===== src/rtl/encoder83_pending_if.sv =====
// Request/handshake bundle for the pending 8-to-3 encoder.
// slave is the encoder side; master is the request source plus code consumer.
interface encoder83_pending_if;
    logic       e;
    logic [7:0] w;
    logic [2:0] y;
    logic       valid;
    logic       ready;
    logic [7:0] pend;
    logic       overflow;

    modport master (output e, w, ready, input y, valid, pend, overflow);
    modport slave  (input e, w, ready, output y, valid, pend, overflow);
endinterface


===== src/rtl/encoder83_pending.sv =====
// Latches request strobes into a pending vector and serves them one code per
// valid/ready handshake, highest index first.
//
// state | meaning
// IDLE  | no code on offer, valid=0
// HOLD  | y carries a pending line, valid=1, waiting for ready
module encoder83_pending (
    input  logic                      clk,
    input  logic                      rst_n,
    encoder83_pending_if.slave        bus
);
    typedef enum logic {IDLE = 1'b0, HOLD = 1'b1} state_t;

    state_t     state_q, state_nxt;
    logic [7:0] pend_q, pend_nxt;
    logic [2:0] y_q, y_nxt;
    logic       ovf_q, ovf_nxt;

    logic       take;
    logic [7:0] clr;
    logic [7:0] set;
    logic [7:0] remain;

    function automatic logic [2:0] sel(input logic [7:0] x);
        sel = 3'd0;
        for (int i = 0; i < 8; i++) begin
            if (x[i]) sel = 3'(i);
        end
    endfunction

    assign take   = (state_q == HOLD) && bus.ready;
    assign clr    = take ? (8'd1 << y_q) : 8'd0;
    assign set    = bus.e ? bus.w : 8'd0;
    assign remain = pend_q & ~clr;

    always_ff @(posedge clk or negedge rst_n) begin
        if (!rst_n) begin
            state_q <= IDLE;
            pend_q  <= 8'd0;
            y_q     <= 3'd0;
            ovf_q   <= 1'b0;
        end else begin
            state_q <= state_nxt;
            pend_q  <= pend_nxt;
            y_q     <= y_nxt;
            ovf_q   <= ovf_nxt;
        end
    end

    always_comb begin
        state_nxt = state_q;
        case (state_q)
            IDLE:    if (pend_q != 8'd0) state_nxt = HOLD;
            HOLD:    if (take && (remain == 8'd0)) state_nxt = IDLE;
            default: state_nxt = IDLE;
        endcase
    end

    // Selection only looks at registered pending bits; same-cycle arrivals
    // become visible one cycle later.
    always_comb begin
        y_nxt    = y_q;
        pend_nxt = remain | set;
        ovf_nxt  = |(set & remain);
        case (state_q)
            IDLE:    if (pend_q != 8'd0) y_nxt = sel(pend_q);
            HOLD:    if (take && (remain != 8'd0)) y_nxt = sel(remain);
            default: y_nxt = y_q;
        endcase
    end

    assign bus.y        = y_q;
    assign bus.valid    = (state_q == HOLD);
    assign bus.pend     = pend_q;
    assign bus.overflow = ovf_q;
endmodule


===== src/flat_wrapper.sv =====
// flat-port wrapper written by rule: the top's interface ports become plain ports
module encoder83_pending_flat 
  (clk, rst_n, bus_e, bus_w, bus_ready, bus_y, bus_valid, bus_pend, bus_overflow);
  encoder83_pending_if bus_i ();
  input  logic clk;
  input  logic rst_n;
  input wire logic [$bits(bus_i.e)-1:0] bus_e;
  input wire logic [$bits(bus_i.w)-1:0] bus_w;
  input wire logic [$bits(bus_i.ready)-1:0] bus_ready;
  output wire logic [$bits(bus_i.y)-1:0] bus_y;
  output wire logic [$bits(bus_i.valid)-1:0] bus_valid;
  output wire logic [$bits(bus_i.pend)-1:0] bus_pend;
  output wire logic [$bits(bus_i.overflow)-1:0] bus_overflow;
  assign bus_i.e = bus_e;
  assign bus_i.w = bus_w;
  assign bus_i.ready = bus_ready;
  assign bus_y = bus_i.y;
  assign bus_valid = bus_i.valid;
  assign bus_pend = bus_i.pend;
  assign bus_overflow = bus_i.overflow;
  encoder83_pending u_core (.clk(clk), .rst_n(rst_n), .bus(bus_i));
endmodule

===== config.mk =====
export PLATFORM = sky130hd
export DESIGN_NAME = encoder83_pending_flat
export DESIGN_NICKNAME = d
export VERILOG_FILES = /design/src/rtl/encoder83_pending_if.sv /design/src/rtl/encoder83_pending.sv /design/src/flat_wrapper.sv
export SDC_FILE = /design/constraint.sdc
export NUM_CORES = 1
export LEC_CHECK = 0
export CAP_MARGIN = 30
export CORE_MARGIN = 2
export CORE_UTILIZATION = 42
export DETAILED_ROUTE_END_ITERATION = 10
export GPL_TIMING_DRIVEN = 0
export PLACE_DENSITY = 0.76
export SLEW_MARGIN = 10
export SYNTH_ARGS = -nofsm -noshare
export SYNTH_HDL_FRONTEND = slang
export SYNTH_SLANG_ARGS = --single-unit

===== constraint.sdc =====
create_clock -name clk -period 2.32 [get_ports clk]
set_input_delay 0.348 -clock clk [delete_from_list [all_inputs] [get_ports clk]]
set_output_delay 0.348 -clock clk [all_outputs]
set_load 0.005 [all_outputs]

==> results.py, run 1 <==
metrics = {
    "worst_setup_path": {
        "crit_required_ps": 2490,
        "r2r-end": "u_core.bus.y[1]",
        "r2r.worst_path.cells": 6,
        "path_max_fanout": 7,
        "crit_arrival_ps": 2320,
        "timing.rr.start": "u_core.bus.y[1]",
        "r2r_setup_slack_ps": 170,
        "start_kind": "flop",
        "crit_type": "flop to flop",
        "worstSetupEndpointType": "flop",
    },
    "floorplan": {
        "start_util": 0.452,
        "coreArea_mm2": 0.00152,
        "die_area_mm2": 0.00198,
        "die-height_um": 44.5,
        "die_w_um": 44.5,
        "num_rows": 14,
        "ios": 25,
    },
    "final_layout": {
        "drive_gt1_frac": 0.168,
        "stdcell_count": 123,
        "final_area_mm2": 0.00105,
        "antenna_cells": 0,
        "post-route-util": 0.686,
        "fin_nets": 120,
        "synthToLayoutAreaGrowth_pct": 51.7,
    },
    "global_routing": {
        "grt_usage": 0.200,
        "antenna_found_initial": 0,
        "grt_pass1_vias": 677,
        "grt_overflow": 0,
        "grt_start_max_net_pins": 14,
        "grt_pass1_wl_um": 2890,
    },
    "min_path": {
        "min_path_type": "input port to flop",
        "hold-path-cell-count": 2,
        "whs_endpoint": "u_core.bus.valid",
        "hold_start": "bus_ready",
    },
    "timing": {
        "setup_viol": 0,
        "tightestPinTransition_ps": 599,
        "period_needed_ps": 2150,
        "relSlewSlack": 0.600,
        "grt_setup_unrepaired": "no",
        "whs_ps": 420,
        "skew_ps": 3.39,
        "drv_slew": 0,
        "fmax_ghz": 0.466,
        "fin_crit_sh": 0.926,
        "hold_viol": 0,
    },
    "logic_synthesis": {
        "synth_most_common_cell": "nand2_1",
        "syn_nets": 89,
        "ys_ff_latch": 13,
        "yosys.area.top_type": "dfrtp_1",
        "synth_cell_type_count": 25,
        "synth_flop_cell": "dfrtp_1",
        "ys_top_cells_by_area": "dfrtp_1 47%, nand2_1 12%, inv_1 4.4%, o21ai_0 3.6%, mux2_2 3.3%",
        "synth-edff-count": 0,
        "postSynthCellCount": 77,
        "synthesis.area_um2": 689,
        "synth_common_cells": "22 x nand2_1, 13 x dfrtp_1, 8 x inv_1, 5 x o21ai_0, 4 x o21ai_1",
        "yosysWarnings": 0,
        "syn_area_per_cell_um2": 8.95,
        "yosysTopAreaCellShare": 0.472,
        "yosysSeqAreaShare": 0.472,
        "synthArstFlopShare": 1.00,
    },
    "drt": {
        "maxUsedRoutingLayer": "met4",
        "num_vias": 700,
        "final_antenna_net_count": 0,
        "met1_length_um": 727,
        "wl_um": 1820,
        "firstDrtPassIters": 6,
        "drt_iter0_drc": 14,
        "wl_met2_um": 939,
        "drc": 0,
        "via_per_inst": 5.69,
        "wl_met3_um": 124,
        "wire_per_inst_um": 14.8,
    },
    "power_and_ir_drop": {
        "ir_worst_vdd_v": 0.000587,
        "total_power_mw": 0.879,
        "p_leak_nw": 0.418,
        "powerDensity_mw_per_mm2": 841,
    },
    "placed_design": {
        "dp.cells": 116,
        "gp_congestion": 0.830,
        "dpl.hpwl_um": 1360,
        "portBuffers": 23,
        "dpl_cell_area_um2": 940,
    },
    "clock_tree": {
        "clockBufferDepth": 2,
        "cts.sinks": 13,
        "clock_latency_ps": 280,
        "root_buffer": "clkbuf_4",
        "cts_buffers": 3,
        "clk_pin_slew_worst_paths_ps": 90,
        "cts_tree": "yes",
        "htreeDepth": 1,
    },
    "job": {
        "drv_cap": 0,
    },
    "outcome": {
        "status": "completed",
    },
}
==> worst max-delay path by stage <==
| stage | start | end | slack, ps | cells past startpoint |
|---|---|---|---|---|
| after floorplan | u_core.bus.y[1] | u_core.bus.y[0] | 420 | 6 |
| after detailed placement | bus_ready | u_core.bus.y[0] | -300 | 7 |
| final | u_core.bus.y[1] | u_core.bus.y[1] | 170 | 6 |
| after global placement | bus_ready | u_core.bus.y[0] | -240 | 7 |
| after CTS | bus_ready | u_core.bus.y[0] | 10 | 7 |
| after global routing | u_core.bus.y[1] | u_core.bus.y[1] | 50 | 6 |
==> power breakdown <==
group	internal, mW	switching [mW]
Combinational	0.203	0.170
Clock	0.0666	0.0780
Sequential	0.275	0.0864
Total	0.544	0.335
==> cells in the final DEF, fill, tap and decap left out <==
cell / count
a21boi_1: 1
nand3_1: 2
mux2_2: 2
dfrtp_1: 13
mux2_1: 1
nand3b_1: 1
o22ai_1: 2
nand2_1: 22
dlymetal6s2s_1: 1
o21ai_2: 3
nor2_1: 1
o31a_1: 1
o21ai_4: 2
nand4_1: 1
clkbuf_4: 3
o31ai_4: 2
inv_1: 8
a221o_1: 1
a2bb2oi_2: 1
nor4_1: 2
a31oi_1: 1
buf_4: 3
o21a_1: 1
nor3_2: 1
clkbuf_1: 2
nand3_4: 1
clkdlybuf4s50_1: 22
o21ai_0: 4
nand2b_1: 2
==> final cells by class <==
| type | instances | area [um2] |
|---|---|---|
| Fill cell | 120 | 478 |
| Buffer | 1 | 3.75 |
| Clock buffer | 4 | 26.3 |
| Tap cell | 16 | 20.0 |
| Timing Repair Buffer | 26 | 255 |
| Sequential cell | 13 | 325 |
| Inverter | 8 | 30.0 |
| Multi-Input combinational cell | 55 | 385 |
==> critical path: stages (launching register included) <==
cell       delay, ps
dfrtp_1          500
nand2b_1         270
o21ai_4          230
nand4_1          170
nor3_2           260
a2bb2oi_2        250
mux2_2           360
==> per-layer routing <==
metal  vias up  GRT usage
met4         0     0.0727
li1        337          -
met3         4     0.0327
met2        34      0.351
met1       325      0.242
met5         -          0
==> state kept, by name, indices dropped and copies added (netlist names) <==
register,count
u_core.bus.y,3
u_core.bus.pend,8
u_core.bus.valid,1
u_core.bus.overflow,1
==> kinds of logic (layout without fill, tap and decap cells) <==
logic type | Yosys count | after routing | share of synthesized area
simple gates | 33 | 33 | 0.225
compound gates | 19 | 19 | 0.205
mux | 3 | 3 | 0.0490
buf+inv | 9 | 39 | 0.0490
flops | 13 | 13 | 0.472
==> stage by stage <==
step	worst slack (ps)	TNS [ps]
floorplan	422	0
global placement	-237	-689
detailed placement	-303	-886
CTS	13.8	0
global route	48.9	0
finish	173	0
==> timing repair <==
item / CTS / global route
pin swaps: 0 / 2
setup endpoints to repair: 2 / 3
hold buffers: 0 / 0
buffers inserted: 0 / 3
resized for setup: 2 / 10
Note: power is estimated with default switching activity, not from simulation.
==> inputs of run 2 (changes only) <==
--- a/config.mk
+++ b/config.mk
@@ -10,7 +10,7 @@
 export CORE_UTILIZATION = 42
 export DETAILED_ROUTE_END_ITERATION = 10
 export GPL_TIMING_DRIVEN = 0
-export PLACE_DENSITY = 0.76
+export PLACE_DENSITY_LB_ADDON = 0.2
 export SLEW_MARGIN = 10
 export SYNTH_ARGS = -nofsm -noshare
 export SYNTH_HDL_FRONTEND = slang
==> run 2 against run 1 <==
Compared with the run above: register-to-register slack worse by 30 ps; cell count is 0.81% lower; clock power is 3% lower; utilization is 0.49 points lower; maximum frequency is 1.5% lower; cell area is 0.72% lower; clock skew is 1.7 ps higher; critical path depth stayed put; hold slack hardly changed; highest routed layer unchanged; largest power group is now sequential cells; sequential power hardly changed; largest cell class unchanged; die area stayed put; sequential share of layout area is 0.22 points higher.
==> results.py, run 2 (same netlist as run 1, synthesis figures left out) <==
metrics = {
    "outcome": {
        "status": "completed",
    },
    "drt": {
        "wire_per_inst_um": 15.1,
        "maxUsedRoutingLayer": "met4",
        "drc": 0,
        "final_antenna_net_count": 0,
        "wl_met3_um": 117,
        "wl_met2_um": 942,
        "wl_um": 1840,
        "firstDrtPassIters": 4,
        "met1_length_um": 762,
        "num_vias": 699,
        "via_per_inst": 5.73,
        "drt_iter0_drc": 24,
    },
    "global_routing": {
        "grt_usage": 0.172,
        "grt_pass1_vias": 606,
        "antenna_found_initial": 0,
        "grt_overflow": 0,
        "grt_pass1_wl_um": 2550,
        "grt_start_max_net_pins": 14,
    },
    "job": {
        "drv_cap": 0,
    },
    "timing": {
        "tightestPinTransition_ps": 607,
        "whs_ps": 420,
        "relSlewSlack": 0.594,
        "fmax_ghz": 0.459,
        "skew_ps": 5.12,
        "final.setup.tns_ps": 0,
        "setup_viol": 0,
        "timing.final.ws_setup_ps": 139,
        "period_needed_ps": 2180,
        "hold_viol": 0,
        "drv_slew": 0,
        "fin_crit_sh": 0.940,
        "grt_setup_unrepaired": "no",
    },
    "worst_setup_path": {
        "r2r_setup_slack_ps": 140,
        "start_kind": "flop",
        "slowest_stage": "dfrtp_1",
        "r2r.worst_path.cells": 6,
        "timing.rr.start": "u_core.bus.y[2]",
        "crit_path_cell_trace": "nand3b_1 -> o31ai_4 -> nand2_1 -> nor3_2 -> a2bb2oi_2 -> mux2_2",
        "r2r-end": "u_core.bus.y[1]",
        "worstSetupEndpointType": "flop",
        "crit_buf_inv": 0,
        "worst_path_largest_cell_delay_ps": 440,
        "crit_type": "flop to flop",
        "crit_required_ps": 2490,
        "path_delay_family": "simple AND/OR/NAND/NOR gates",
        "crit_arrival_ps": 2350,
        "path_max_fanout": 5,
    },
    "final_layout": {
        "largest_reg_flops": 8,
        "final_cell_mix": "22 x nand2_1, 22 x clkdlybuf4s50_1, 13 x dfrtp_1",
        "register_area_um2": 325,
        "synthToLayoutAreaGrowth_pct": 50.6,
        "nFillCells": 120,
        "post-route-util": 0.681,
        "drive_gt1_frac": 0.160,
        "fin_nets": 119,
        "antenna_cells": 0,
        "multi_input_area_um2": 385,
        "final_area_mm2": 0.00104,
    },
    "min_path": {
        "hold-path-cell-count": 2,
        "min_path_type": "input port to flop",
        "whs_endpoint": "u_core.bus.valid",
        "hold_start": "bus_ready",
    },
    "clock_tree": {
        "root_buffer": "clkbuf_4",
        "cts.sinks": 13,
        "htreeDepth": 1,
        "clk_pin_slew_worst_paths_ps": 80,
        "cts_buffers": 3,
        "clockBufferDepth": 2,
        "cts.hold.buffers_added": 0,
        "cts_tree": "yes",
        "clock_latency_ps": 280,
    },
    "power_and_ir_drop": {
        "powerDensity_mw_per_mm2": 837,
        "ir_worst_vdd_v": 0.000415,
        "p_leak_nw": 0.413,
    },
    "floorplan": {
        "coreArea_mm2": 0.00152,
        "die-height_um": 44.5,
        "ios": 25,
        "die_area_mm2": 0.00198,
        "die_w_um": 44.5,
        "num_rows": 14,
        "start_util": 0.452,
    },
    "placed_design": {
        "pre_cts_slack_ps": -284,
        "portBuffers": 23,
        "dpl.hpwl_um": 1310,
        "gp_congestion": 0.817,
        "dpl_cell_area_um2": 940,
    },
}
-- run 2: metal layers --
| metal | global-route usage | vias to the layer above |
|---|---|---|
| li1 | - | 327 |
| met1 | 0.224 | 335 |
| met2 | 0.281 | 33 |
| met3 | 0.0286 | 4 |
| met4 | 0.0667 | 0 |
| met5 | 0 | - |
-- run 2: stage by stage --
step,std cells,power (mW)
finish,122,0.869
global route,122,0.914
CTS,120,0.795
global placement,116,0.644
floorplan,77,0.486
detailed placement,116,0.654
-- run 2: layout make-up --
class                   count  share of cell area
multi-input cells          55               0.371
flip-flops and latches     13               0.313
repair buffers             25               0.239
inverters                   8              0.0289
clock buffers               4              0.0253
well taps                  16              0.0193
plain buffers               1             0.00361
-- run 2: repair_timing --
action | 4_1_cts | 5_1_grt
resized for setup | 0 | 13
endpoints found under the setup margin | 0 | 3
setup buffers | 0 | 2
-- run 2: worst max-delay path by stage --
stage                                 from               to  slack [ps]  cells after the start
after floorplan            u_core.bus.y[1]  u_core.bus.y[0]         420                      6
after global placement           bus_ready  u_core.bus.y[0]        -240                      7
after detailed placement         bus_ready  u_core.bus.y[1]        -280                      7
after CTS                        bus_ready  u_core.bus.y[1]           8                      7
after global routing      u_core.bus.valid  u_core.bus.y[1]          20                      6
final                      u_core.bus.y[2]  u_core.bus.y[1]         140                      6
-- run 2: where the power goes --
group / total [mW] / switching (mW) / internal [mW]
combinational: 0.364 / 0.170 / 0.194
clock: 0.141 / 0.0746 / 0.0666
sequential: 0.364 / 0.0892 / 0.274
total: 0.869 / 0.334 / 0.535
